===== src/rtl/mem_request_arbiter.sv =====
// ============================================================================
// Module   : mem_request_arbiter
// Purpose  : Arbitrates between the instruction-fetch port and the data port
//            for a single shared word-wide RAM port. One access is granted at
//            a time. The RAM handshake is sequenced here. Read data is
//            returned with per-port wait signals that stall the datapath.
//            Data accesses have priority, but a starvation limit guarantees
//            that instruction fetch still progresses. A watchdog aborts any
//            RAM access that never completes.
//
// Ports    :
//   CLK, nRST             clock (rising edge), synchronous active-low reset
//   iREN, iaddr           instruction read request / address
//   dREN, dWEN            data read / write request
//   daddr, dstore         data address / write value
//   iwait, dwait          low for one cycle when the matching access is done
//   iload, dload          returned instruction / loaded data
//   ram_ren, ram_wen      RAM read / write strobes
//   ram_addr, ram_store   RAM address / write data
//   ram_load, ram_ready   RAM read data / one-cycle completion pulse
//   bus_err               one-cycle pulse with wait low on watchdog abort
//
// Revision : 1.0  initial release
// ============================================================================
`default_nettype none

module mem_request_arbiter #(
    parameter int WORD_W          = 32,
    parameter int ADDR_W          = 32,
    parameter int MAX_DATA_GRANTS = 4,
    parameter int TIMEOUT_CYCLES  = 64
) (
    input  logic              CLK,
    input  logic              nRST,
    // instruction port
    input  logic              iREN,
    input  logic [ADDR_W-1:0] iaddr,
    output logic              iwait,
    output logic [WORD_W-1:0] iload,
    // data port
    input  logic              dREN,
    input  logic              dWEN,
    input  logic [ADDR_W-1:0] daddr,
    input  logic [WORD_W-1:0] dstore,
    output logic              dwait,
    output logic [WORD_W-1:0] dload,
    // shared RAM port
    output logic              ram_ren,
    output logic              ram_wen,
    output logic [ADDR_W-1:0] ram_addr,
    output logic [WORD_W-1:0] ram_store,
    input  logic [WORD_W-1:0] ram_load,
    input  logic              ram_ready,
    // error reporting
    output logic              bus_err
);

    // ------------------------------------------------------------------
    // Counter sizing
    // ------------------------------------------------------------------
    localparam int STARVE_W = $clog2(MAX_DATA_GRANTS + 1);
    localparam int TMO_W    = (TIMEOUT_CYCLES > 1) ? $clog2(TIMEOUT_CYCLES) : 1;

    localparam logic [STARVE_W-1:0] STARVE_MAX = STARVE_W'(MAX_DATA_GRANTS);
    localparam logic [TMO_W-1:0]    TMO_LAST   = TMO_W'(TIMEOUT_CYCLES - 1);

    typedef enum logic [2:0] {
        IDLE   = 3'd0,
        D_ACC  = 3'd1,
        I_ACC  = 3'd2,
        D_DONE = 3'd3,
        I_DONE = 3'd4
    } state_t;

    state_t              state;
    logic [STARVE_W-1:0] starve_cnt;
    logic [TMO_W-1:0]    tmo_cnt;

    // ------------------------------------------------------------------
    // Arbitration decision (only acted upon in IDLE)
    // ------------------------------------------------------------------
    logic data_req;
    logic data_win;
    logic instr_win;

    assign data_req  = dREN | dWEN;
    // Data keeps priority until it has won MAX_DATA_GRANTS times in a row
    // while a fetch was waiting; then the fetch gets the next slot.
    assign data_win  = data_req && (!iREN || (starve_cnt < STARVE_MAX));
    assign instr_win = iREN && !data_win;

    // ------------------------------------------------------------------
    // Sequencer: state, counters and all outputs are registered here.
    // ------------------------------------------------------------------
    always_ff @(posedge CLK) begin
        if (!nRST) begin
            state      <= IDLE;
            starve_cnt <= '0;
            tmo_cnt    <= '0;
            ram_ren    <= 1'b0;
            ram_wen    <= 1'b0;
            ram_addr   <= '0;
            ram_store  <= '0;
            iload      <= '0;
            dload      <= '0;
            iwait      <= 1'b1;
            dwait      <= 1'b1;
            bus_err    <= 1'b0;
        end else begin
            // The wait lines and bus_err are asserted only for the single
            // DONE cycle. They return to idle values unless overridden below.
            iwait   <= 1'b1;
            dwait   <= 1'b1;
            bus_err <= 1'b0;

            case (state)
                IDLE: begin
                    tmo_cnt <= '0;
                    if (data_win) begin
                        ram_addr  <= daddr;
                        ram_store <= dstore;
                        // A write wins when both read and write are requested.
                        ram_wen   <= dWEN;
                        ram_ren   <= dREN & ~dWEN;
                        state     <= D_ACC;
                        if (iREN) begin
                            if (starve_cnt < STARVE_MAX) begin
                                starve_cnt <= starve_cnt + 1'b1;
                            end
                        end else begin
                            starve_cnt <= '0;
                        end
                    end else if (instr_win) begin
                        ram_addr   <= iaddr;
                        ram_ren    <= 1'b1;
                        ram_wen    <= 1'b0;
                        starve_cnt <= '0;
                        state      <= I_ACC;
                    end else begin
                        starve_cnt <= '0;
                    end
                end

                D_ACC, I_ACC: begin
                    // Strobes, address and store data stay as granted. Requester
                    // inputs are ignored until the access finishes.
                    if (ram_ready) begin
                        if (state == I_ACC) begin
                            iload <= ram_load;
                            iwait <= 1'b0;
                            state <= I_DONE;
                        end else begin
                            // ram_ren is still the granted strobe here, so it
                            // tells a read apart from a write.
                            if (ram_ren) begin
                                dload <= ram_load;
                            end
                            dwait <= 1'b0;
                            state <= D_DONE;
                        end
                        ram_ren <= 1'b0;
                        ram_wen <= 1'b0;
                        tmo_cnt <= '0;
                    end else if (tmo_cnt == TMO_LAST) begin
                        // Watchdog abort. Report completion with bus_err and
                        // leave the load registers untouched.
                        ram_ren <= 1'b0;
                        ram_wen <= 1'b0;
                        tmo_cnt <= '0;
                        bus_err <= 1'b1;
                        if (state == I_ACC) begin
                            iwait <= 1'b0;
                            state <= I_DONE;
                        end else begin
                            dwait <= 1'b0;
                            state <= D_DONE;
                        end
                    end else begin
                        tmo_cnt <= tmo_cnt + 1'b1;
                    end
                end

                D_DONE, I_DONE: begin
                    // Exactly one cycle. Back-to-back requests are re-arbitrated
                    // in IDLE, never bypassed from here.
                    state <= IDLE;
                end

                default: begin
                    state <= IDLE;
                end
            endcase
        end
    end

endmodule

`default_nettype wire


===== config.mk =====
export PLATFORM = sky130hd
export DESIGN_NAME = mem_request_arbiter
export DESIGN_NICKNAME = d
export VERILOG_FILES = /design/src/rtl/mem_request_arbiter.sv
export SDC_FILE = /design/constraint.sdc
export NUM_CORES = 1
export LEC_CHECK = 0
export CAP_MARGIN = 20
export CORE_ASPECT_RATIO = 0.8
export CORE_MARGIN = 8
export CORE_UTILIZATION = 37
export DETAILED_ROUTE_END_ITERATION = 7
export PLACE_DENSITY = 0.77
export SLEW_MARGIN = 20
export SYNTH_ARGS = -nofsm -noshare
export SYNTH_HDL_FRONTEND = slang
export SYNTH_SLANG_ARGS = --single-unit

===== constraint.sdc =====
create_clock -name CLK -period 1.85 [get_ports CLK]
set_clock_uncertainty 0.2 [all_clocks]
set_input_delay 0.185 -clock CLK [delete_from_list [all_inputs] [get_ports CLK]]
set_output_delay 0.185 -clock CLK [all_outputs]
set_load 0.005 [all_outputs]

Word-level counts from Yosys, hierarchy flattened
Cells that the tools add are included.
{ "totals": {"register_bits": 145, "word_cells": 74} }
{ "op_classes": {"n_addsub": 2, "magnitude_cmp": 1, "n_eq_ne": 6, "mux": 29, "bitwise": 6, "reduce_logical": 18} }
{ "ops": {"columns": ["op", "count"], "rows": [
  ["$mux 32", 2],
  ["$mux 3", 8],
  ["$mux 1", 13],
  ["$mux 6", 2],
  ["$pmux 6 s2", 1],
  ["$reduce_and 2->1", 5],
  ["$add 6x1->6 const B", 1],
  ["$eq 6x6->1 const B", 1],
  ["$ne 3x3->1 const B", 2],
  ["$pmux 3 s2", 1],
  ["$reduce_and 3->1", 2],
  ["$not 1->1", 4],
  ["$pmux 1 s2", 2],
  ["$reduce_and 4->1", 1],
  ["$reduce_bool 2->1", 2],
  ["$add 3x1->3 const B", 1],
  ["$eq 3x1->1 const B", 1],
  ["$eq 3x2->1 const B", 1],
  ["$logic_not 3->1", 1],
  ["$lt 3x3->1 const B", 1],
  ["$ne 3x2->1 const B", 1],
  ["$reduce_or 3->1", 1],
  ["$logic_and 1x1->1", 2],
  ["$logic_not 1->1", 2],
  ["other kinds (4)", 4]
]} }

Longest topological paths before layout
Gate-level depths: netlist of run 1.
{ "logic_depth": {"depth_word": 8, "mapped_depth": 8, "ltp_nobuf": 5} }

Worst setup path after synthesis of run 1
OpenSTA, ideal clock, no wires.
{ "synth_path": {"path_type": "reg-to-reg", "from": "reg state[0]", "to": "reg ram_addr[0]", "setup_ns": 0.081, "t_arrival_ns": 1.503, "t_required_ns": 1.569, "path_slack_ns": 0.066, "path_stages_with_launch": 9, "synth_period_minus_slack_ns": 1.784, "path_cell_list": "dfxtp_1 > buf_2 > or3_1 > buf_2 > nor2_2 > buf_4 > buf_6 > nor2_1 > a211oi_2"} }
{ "synth_between": {"elab_chain_len": 2} }
{ "synth_lines": {"columns": ["item", "line_no", "source"], "rows": [
  ["from (decl)", "75", "state_t state;"],
  ["from (signal assigned)", "97", "state <= IDLE;"],
  ["from (signal assigned)", "125", "state <= D_ACC;"],
  ["from (signal assigned)", "138", "state <= I_ACC;"],
  ["$logic_not 3->1", "116", "case (state)"],
  ["$reduce_and 2->1 (no source line)", null, null],
  ["to (signal assigned)", "120", "ram_addr <= daddr;"],
  ["to (signal assigned)", "134", "ram_addr <= iaddr;"],
  ["to (decl)", "50", "output logic [ADDR_W-1:0] ram_addr,"]
]} }
Every way passes these cells.
A chain may end at the register's enable or synchronous reset.

Worst setup path after layout of run 1
{ "layout_path": {"from": "reg ram_ren", "to": "out ram_ren"} }
{ "layout_rtl": {"columns": ["item", "line_no", "source"], "rows": [
  ["from (decl)", "48", "output logic ram_ren,"],
  ["from (signal assigned)", "124", "ram_ren <= dREN & ~dWEN;"]
]} }
No word-level cell between the ends.

==> summary.md, run 1 <==
| Metric | Value |
|---|---|
| Arr. time, crit path | `1380 ps` |
| Vias post-DR | `5326` |
| GRT overflow | `0` |
| CP Depth | `1` |
| Slew Viols, Final | `0` |
| Layout cells sized above 1 | `9.36%` |
| Top cells by area, synth | `dfxtp_1, nand2_1, a21oi_1` |
| Setup Crit Path Kind | `flop to primary output` |
| Multi-input logic area | `2430 µm²` |
| Worst r2r path cells | `5` |
| Ports | `267` |
| Crit path max-delay family | `buffers and inverters` |
| Fin crit period | `1760 ps` |
| Total GRT Usage | `18.4%` |
| Data required, critical path | `1460 ps` |
| Die X | `153 µm` |
| Mapped Avg Cell Area | `8.59 µm²` |
| DIE AREA | `19200 µm²` |
| Row cnt | `40` |
| Syn Nets | `781` |
| Total wire length after detailed routing | `17.8 mm` |
| Vias in the first global route | `5375` |
| Status | `finished clean` |
| Setup_tns | `0 ps` |
| CTS buffer count | `17` |
| Fmax | `567 MHz` |
| Placed cell count | `1075` |
| DRT Pass-1 Iters | `4` |
| Initial antenna violation count | `0` |
| Pwr dens | `957 nW/µm²` |
| # port buffers | `266` |
| DP Area | `8560 µm²` |
| CP startpoint kind | `flop` |
| Final GP Congestion | `0.775` |
| Slew margin rel. | `77.6%` |
| Mapped Cells | `645` |
| Mapped Area | `5540 µm²` |
| Largest net degree at the start of global routing | `56` |
| Vias per cell | `4.81` |
| Initial DRC count | `292` |
| RSZ-0062 raised after global routing | `true` |
| Post-synth top area share | `52.4%` |
| Clk_lat worst skew | `410 ps` |
| CTS tree | `built` |
| CTS Hold Bufs | `0` |
| Cell leakage power | `3.46 nW` |
| Antenna-violating nets left | `0` |
| Design area | `9180 µm²` |
| Crit path buf inv count | `1` |
| Post-layout util | `62.0%` |
| Clk buf depth | `2` |
| Slew at the pin closest to its max-slew limit | `333 ps` |
| Starting Density | `37.4%` |
| Number of synthesized register bits | `145` |
| Hold WS | `120 ps` |
| Finished Layout Cells | `1108` |
| Synthesis warning total | `0` |
| Die height | `125 µm` |
| Total Power | `8.79 mW` |
| Hold Path Stages | `3` |
| Final worst path period share | `95.3%` |
| Number of remaining DRC errors | `0` |
| Area leader, netlist | `dfxtp_1` |
| First-pass GRT wire length | `28.6 mm` |
| Register area | `2900 µm²` |
| WL/cell | `16.1 µm` |
| H-tree levels | `4` |
| Seq/Total Area, Yosys | `52.4%` |
| Post-synthesis cell type count | `36` |
| Clk pin slew, worst setup/hold paths | `60 ps` |
| Final setup vio count | `0` |
| Max-cap violations | `0` |
| Ant diodes | `0` |
| P&R area growth vs syn | `65.7%` |
| Core Area | `14800 µm²` |
| Critical path fanouts, max | `4` |
| TritonCTS Sinks | `145` |
| Worst min path class | `input pin to flop` |
| Count of final hold-check violations | `0` |
| Worst-path cell chain | `clkdlybuf4s50_1` |
| Root Buffer Master | `clkbuf_16` |
| Fillers | `1255` |
| CP max stage cell | `clkdlybuf4s50_1` |
| DP HPWL | `12.9 mm` |
| Peak VDD IR | `607 µV` |
| Setup crit end kind | `primary output` |
| Fin nets | `1042` |
| Pre-CTS setup slack | `-122 ps` |
| PnR worst setup slack | `86.4 ps` |
| Largest stage delay, worst path | `570 ps` |
[Yosys cell counts]
cell / n
nand2_1: 198
dfxtp_1: 145
a21oi_1: 99
nor2_1: 40
mux2i_1: 33
clkbuf_1: 29
a211oi_2: 20
a211oi_1: 13
buf_2: 13
nor3_1: 9
and3_1: 6
buf_4: 6
nand3_1: 3
xor2_1: 3
a32oi_1: 2
buf_6: 2
ha_1: 2
nand4_1: 2
or3_1: 2
xnor2_1: 2
a22o_1: 1
a2bb2oi_1: 1
a31o_2: 1
a32o_1: 1
and2_1: 1
and4_1: 1
inv_1: 1
nand2b_1: 1
nand3b_1: 1
nand4b_1: 1
nor2_2: 1
nor2b_1: 1
o211a_1: 1
o21a_1: 1
o21ai_0: 1
o22ai_1: 1
[flip-flops by register name, indices dropped and copies added (netlist names)]
register,cells
ram_ren,1
iwait,1
ram_store,32
starve_cnt,3
tmo_cnt,6
state,3
ram_wen,1
dwait,1
bus_err,1
dload,32
ram_addr,32
iload,32
[kinds of logic after synthesis]
logic type                 share of synthesized area, %
buffers and inverters                              4.43
DFF                                                52.4
AOI/OAI and AO/OA                                  16.7
muxes                                              5.96
adders and majority gates                         0.452
xor gates and xnor gates                          0.791
and+or+nand+nor                                    19.2
[final timing paths]
path	start	to	slack (ps)
min reg2reg	dload[24]	dload[24]	250
max	ram_ren	ram_ren	90
max reg2reg	state[2]	ram_addr[18]	90
min	dstore[25]	ram_store[25]	120
[per-layer routing]
metal	routed length (µm)	vias up	GRT usage, %
met2	8520	184	30.2
met5	0	-	0
li1	-	2682	-
met4	223	0	5.52
met3	1560	16	7.99
met1	7500	2444	21.3
[cells in the final DEF, fill, tap and decap left out, types with 2 or more instances in the layout]
master and n:
inv_6 2, clkinvlp_4 6, a211oi_1 11, bufinv_16 2, xor2_1 3, a32oi_1 2
xnor2_1 2, nand3_1 3, clkdlybuf4s50_1 266, nand4_1 2, mux2i_1 33, buf_12 12
a21oi_1 99, nand2_1 198, a211oi_2 22, ha_1 2, and3_1 6, clkbuf_16 17
dfxtp_1 145, nor2_1 40, buf_4 14, clkinv_4 2, nor3_1 9
[power by group]
group / total [mW] / leakage (nW) / switching (mW) / internal (mW)
clock: 3.42 / 0.273 / 1.38 / 2.04
combinational: 1.86 / 2.00 / 0.808 / 1.05
sequential: 3.51 / 1.18 / 0.128 / 3.38
total: 8.79 / 3.46 / 2.32 / 6.47
[layout make-up]
type                    instances  share of cell area (%)
multi-input cells             449                    26.5
well taps                     189                    2.58
clock inverters                14                    1.70
flip-flops and latches        145                    31.6
repair buffers                292                    32.8
clock buffers                  18                    4.78
inverters                       1                  0.0681
[repair_timing]
item | in CTS | in global routing
setup buffers | 1 | 0
pin swaps | 1 | 1
setup endpoints to repair | 8 | 31
gates resized for setup | 0 | 3
No activity file was read; power rests on OpenSTA's default activity.
==> inputs of run 2 (changes only) <==
--- a/config.mk
+++ b/config.mk
@@ -8,9 +8,10 @@
 export CAP_MARGIN = 20
 export CORE_ASPECT_RATIO = 0.8
 export CORE_MARGIN = 8
-export CORE_UTILIZATION = 37
+export CORE_UTILIZATION = 38
+export CTS_BUF_LIST = sky130_fd_sc_hd__clkbuf_4
 export DETAILED_ROUTE_END_ITERATION = 7
-export PLACE_DENSITY = 0.77
+export PLACE_DENSITY = 0.76
 export SLEW_MARGIN = 20
 export SYNTH_ARGS = -nofsm -noshare
 export SYNTH_HDL_FRONTEND = slang
==> run 2 against run 1 <==
Non-clock buffer count increased by 68. Hold slack got worse by 28 ps. First-iteration DRC count decreased by 22%. Via count increased by 5.9%. Maximum frequency decreased by 1.1%. Cell count increased by 5.6%. Critical path type unchanged. Combinational power increased by 2%. Largest cell class unchanged. Critical path depth unchanged. Routed wire length increased by 8.7%. Utilization increased by 5.7 points.
==> summary.md, run 2 (synthesized netlist as in run 1, its figures left out) <==
| Metric | Value |
|---|---|
| Number of remaining DRC errors | `0 (unchanged)` |
| Design area | `9640 µm² (+5.0%)` |
| WL/cell | `16.5 µm (+3.0%)` |
| Clk_lat worst skew | `520 ps (+110 ps)` |
| Pwr dens | `771 nW/µm² (-19%)` |
| Vias post-DR | `5642 (+5.9%)` |
| Critical path fanouts, max | `2 (-2)` |
| Final GP Congestion | `0.772 (-0.37%)` |
| P&R area growth vs syn | `74.0%` |
| Clk buf depth | `2 (unchanged)` |
| H-tree levels | `4 (unchanged)` |
| Count of final hold-check violations | `0 (unchanged)` |
| # port buffers | `266 (unchanged)` |
| Hold WS | `91.7 ps (-27.9 ps)` |
| Worst-path cell chain | `clkdlybuf4s50_1` |
| Starting Density | `38.9% (+1.5 points)` |
| Ports | `267 (unchanged)` |
| Final worst path period share | `96.4% (+1.0 points)` |
| Fin nets | `1110 (+6.5%)` |
| Data required, critical path | `1460 ps (about the same)` |
| DP HPWL | `12.8 mm (-0.81%)` |
| CTS buffer count | `17 (unchanged)` |
| PnR worst setup slack | `67.3 ps (-19.1 ps)` |
| Final setup vio count | `0 (unchanged)` |
| Crit path max-delay family | `buffers and inverters` |
| Slew Viols, Final | `0 (unchanged)` |
| Setup crit end kind | `primary output` |
| Most common cell after layout, fill and taps aside | `nand2_1` |
| Largest net degree at the start of global routing | `84 (+50%)` |
| Most frequent cells in the layout | `nand2_1, clkdlybuf4s50_1, a21oi_1` |
| Die X | `151 µm (-1.2%)` |
| TritonCTS Sinks | `145 (unchanged)` |
| Initial antenna violation count | `0 (unchanged)` |
| Largest stage delay, worst path | `530 ps (-40 ps)` |
| Vias per cell | `4.82 (+0.32%)` |
| CP startpoint kind | `flop` |
| Row cnt | `39 (-2.5%)` |
| CP max stage cell | `clkdlybuf4s50_1` |
| Worst min path class | `input pin to flop` |
| Antenna-violating nets left | `0 (unchanged)` |
| Clk pin slew, worst setup/hold paths | `120 ps (+60 ps)` |
| Slew at the pin closest to its max-slew limit | `428 ps (+95.4 ps)` |
| CTS tree | `built` |
| Pre-CTS setup slack | `-212 ps (-89.3 ps)` |
| GRT overflow | `0 (unchanged)` |
| Total wire length after detailed routing | `19.4 mm (+8.7%)` |
| Fmax | `561 MHz (-1.1%)` |
| Vias in the first global route | `5413 (+0.71%)` |
| DIE AREA | `18700 µm² (-2.3%)` |
| Arr. time, crit path | `1400 ps (+20 ps)` |
| DRT Pass-1 Iters | `4 (unchanged)` |
| Status | `finished clean` |
| Setup Crit Path Kind | `flop to primary output` |
| Cell leakage power | `4.76 nW (+38%)` |
| Root Buffer Master | `clkbuf_4` |
| Die height | `124 µm (-1.2%)` |
| Slew margin rel. | `71.2% (-6.4 points)` |
| Total GRT Usage | `19.0% (+0.60 points)` |
| Crit path buf inv count | `1 (unchanged)` |
| DP Area | `8530 µm² (-0.37%)` |
| Initial DRC count | `227 (-22%)` |
| Layout cells sized above 1 | `13.3% (+3.9 points)` |
| Peak VDD IR | `511 µV (-16%)` |
| Fin crit period | `1780 ps (+19.1 ps)` |
| Core Area | `14200 µm² (-3.8%)` |
| Max-cap violations | `0 (unchanged)` |
| First-pass GRT wire length | `27.9 mm (-2.3%)` |
## run 2: cell count changes in the layout (fill, tap and decap cells not counted), sizes merged
cell,before,now
buf,26,29
bufinv,2,3
clkdlybuf4s50,266,156
clkinv,3,8
clkinvlp,6,1
diode,0,1
dlygate4sd2,0,56
dlygate4sd3,0,64
dlymetal6s2s,0,54
inv,4,2
## run 2: what timing repair did
| action | CTS | global route |
|---|---|---|
| hold buffers | 63 | 1 |
| pin swaps | 0 | 1 |
| cloned | 0 | 1 |
| resized for setup | 67 | 93 |
| endpoints found under the hold margin | 95 | 1 |
| setup buffers | 0 | 4 |
| endpoints found under the setup margin | 66 | 98 |
## run 2: final cells by class
class	instances	area (µm²)
clock inverter	13	145
clock buffer	17	128
timing repair buffer	360	3740
tap	184	230
inverter	1	6.26
fill	1141	4610
antenna	1	2.50
multi-input combinational	449	2430
sequential	145	2960
## run 2: routing by layer
| layer | GRT usage (%) | part of all wire (%) | up-vias | routed length (µm) |
|---|---|---|---|---|
| li1 | - | - | 2822 | - |
| met1 | 21.5 | 41 | 2612 | 7860 |
| met2 | 31.9 | 49 | 194 | 9420 |
| met3 | 8.97 | 9.9 | 14 | 1910 |
| met4 | 4.69 | 0.87 | 0 | 169 |
| met5 | 0 | 0 | - | 0 |
## run 2: final timing paths
| kind | startpoint | slack, ps | end | depth (start not counted) |
|---|---|---|---|---|
| worst max-delay path | iload[12] | 70 | iload[12] | 1 |
| worst min-delay path | iaddr[15] | 90 | ram_addr[15] | 3 |
| worst max register to register | state[2] | 130 | dload[2] | 6 |
| worst min register to register | iload[18] | 260 | iload[18] | 2 |
## run 2: power by group
part / internal, mW / switching, mW / total (mW)
Clock: 0.904 / 1.11 / 2.01
Sequential: 3.39 / 0.122 / 3.51
Combinational: 1.05 / 0.853 / 1.90
## run 2: stage by stage
stage / instances / power (mW) / util (%) / setup TNS, ps
after global routing: 1169 / 7.82 / 67.6 / -43.1
final: 1170 / 7.43 / 67.6 / 0
after global placement: 1070 / 5.38 / 59.9 / -1510
after detailed placement: 1070 / 5.40 / 59.9 / -2600
after floorplan: 645 / 4.36 / - / 0
after CTS: 1163 / 7.48 / 65.8 / 0
## run 2: worst reg2reg max path, delay by kind of cell, from the launching register on
kind / cells / cell delay (ps)
flops: 1 / 330
simple gates: 3 / 600
buf+inv: 2 / 360
compound gates: 1 / 160
==> inputs of run 3 (changes only) <==
--- a/config.mk
+++ b/config.mk
@@ -12,7 +12,7 @@
 export CTS_BUF_LIST = sky130_fd_sc_hd__clkbuf_4
 export DETAILED_ROUTE_END_ITERATION = 7
 export PLACE_DENSITY = 0.76
-export SLEW_MARGIN = 20
+export SLEW_MARGIN = 5
 export SYNTH_ARGS = -nofsm -noshare
 export SYNTH_HDL_FRONTEND = slang
 export SYNTH_SLANG_ARGS = --single-unit
==> results of run 3 <==
Final layout, timing and power as in run 2 (identical DEF).
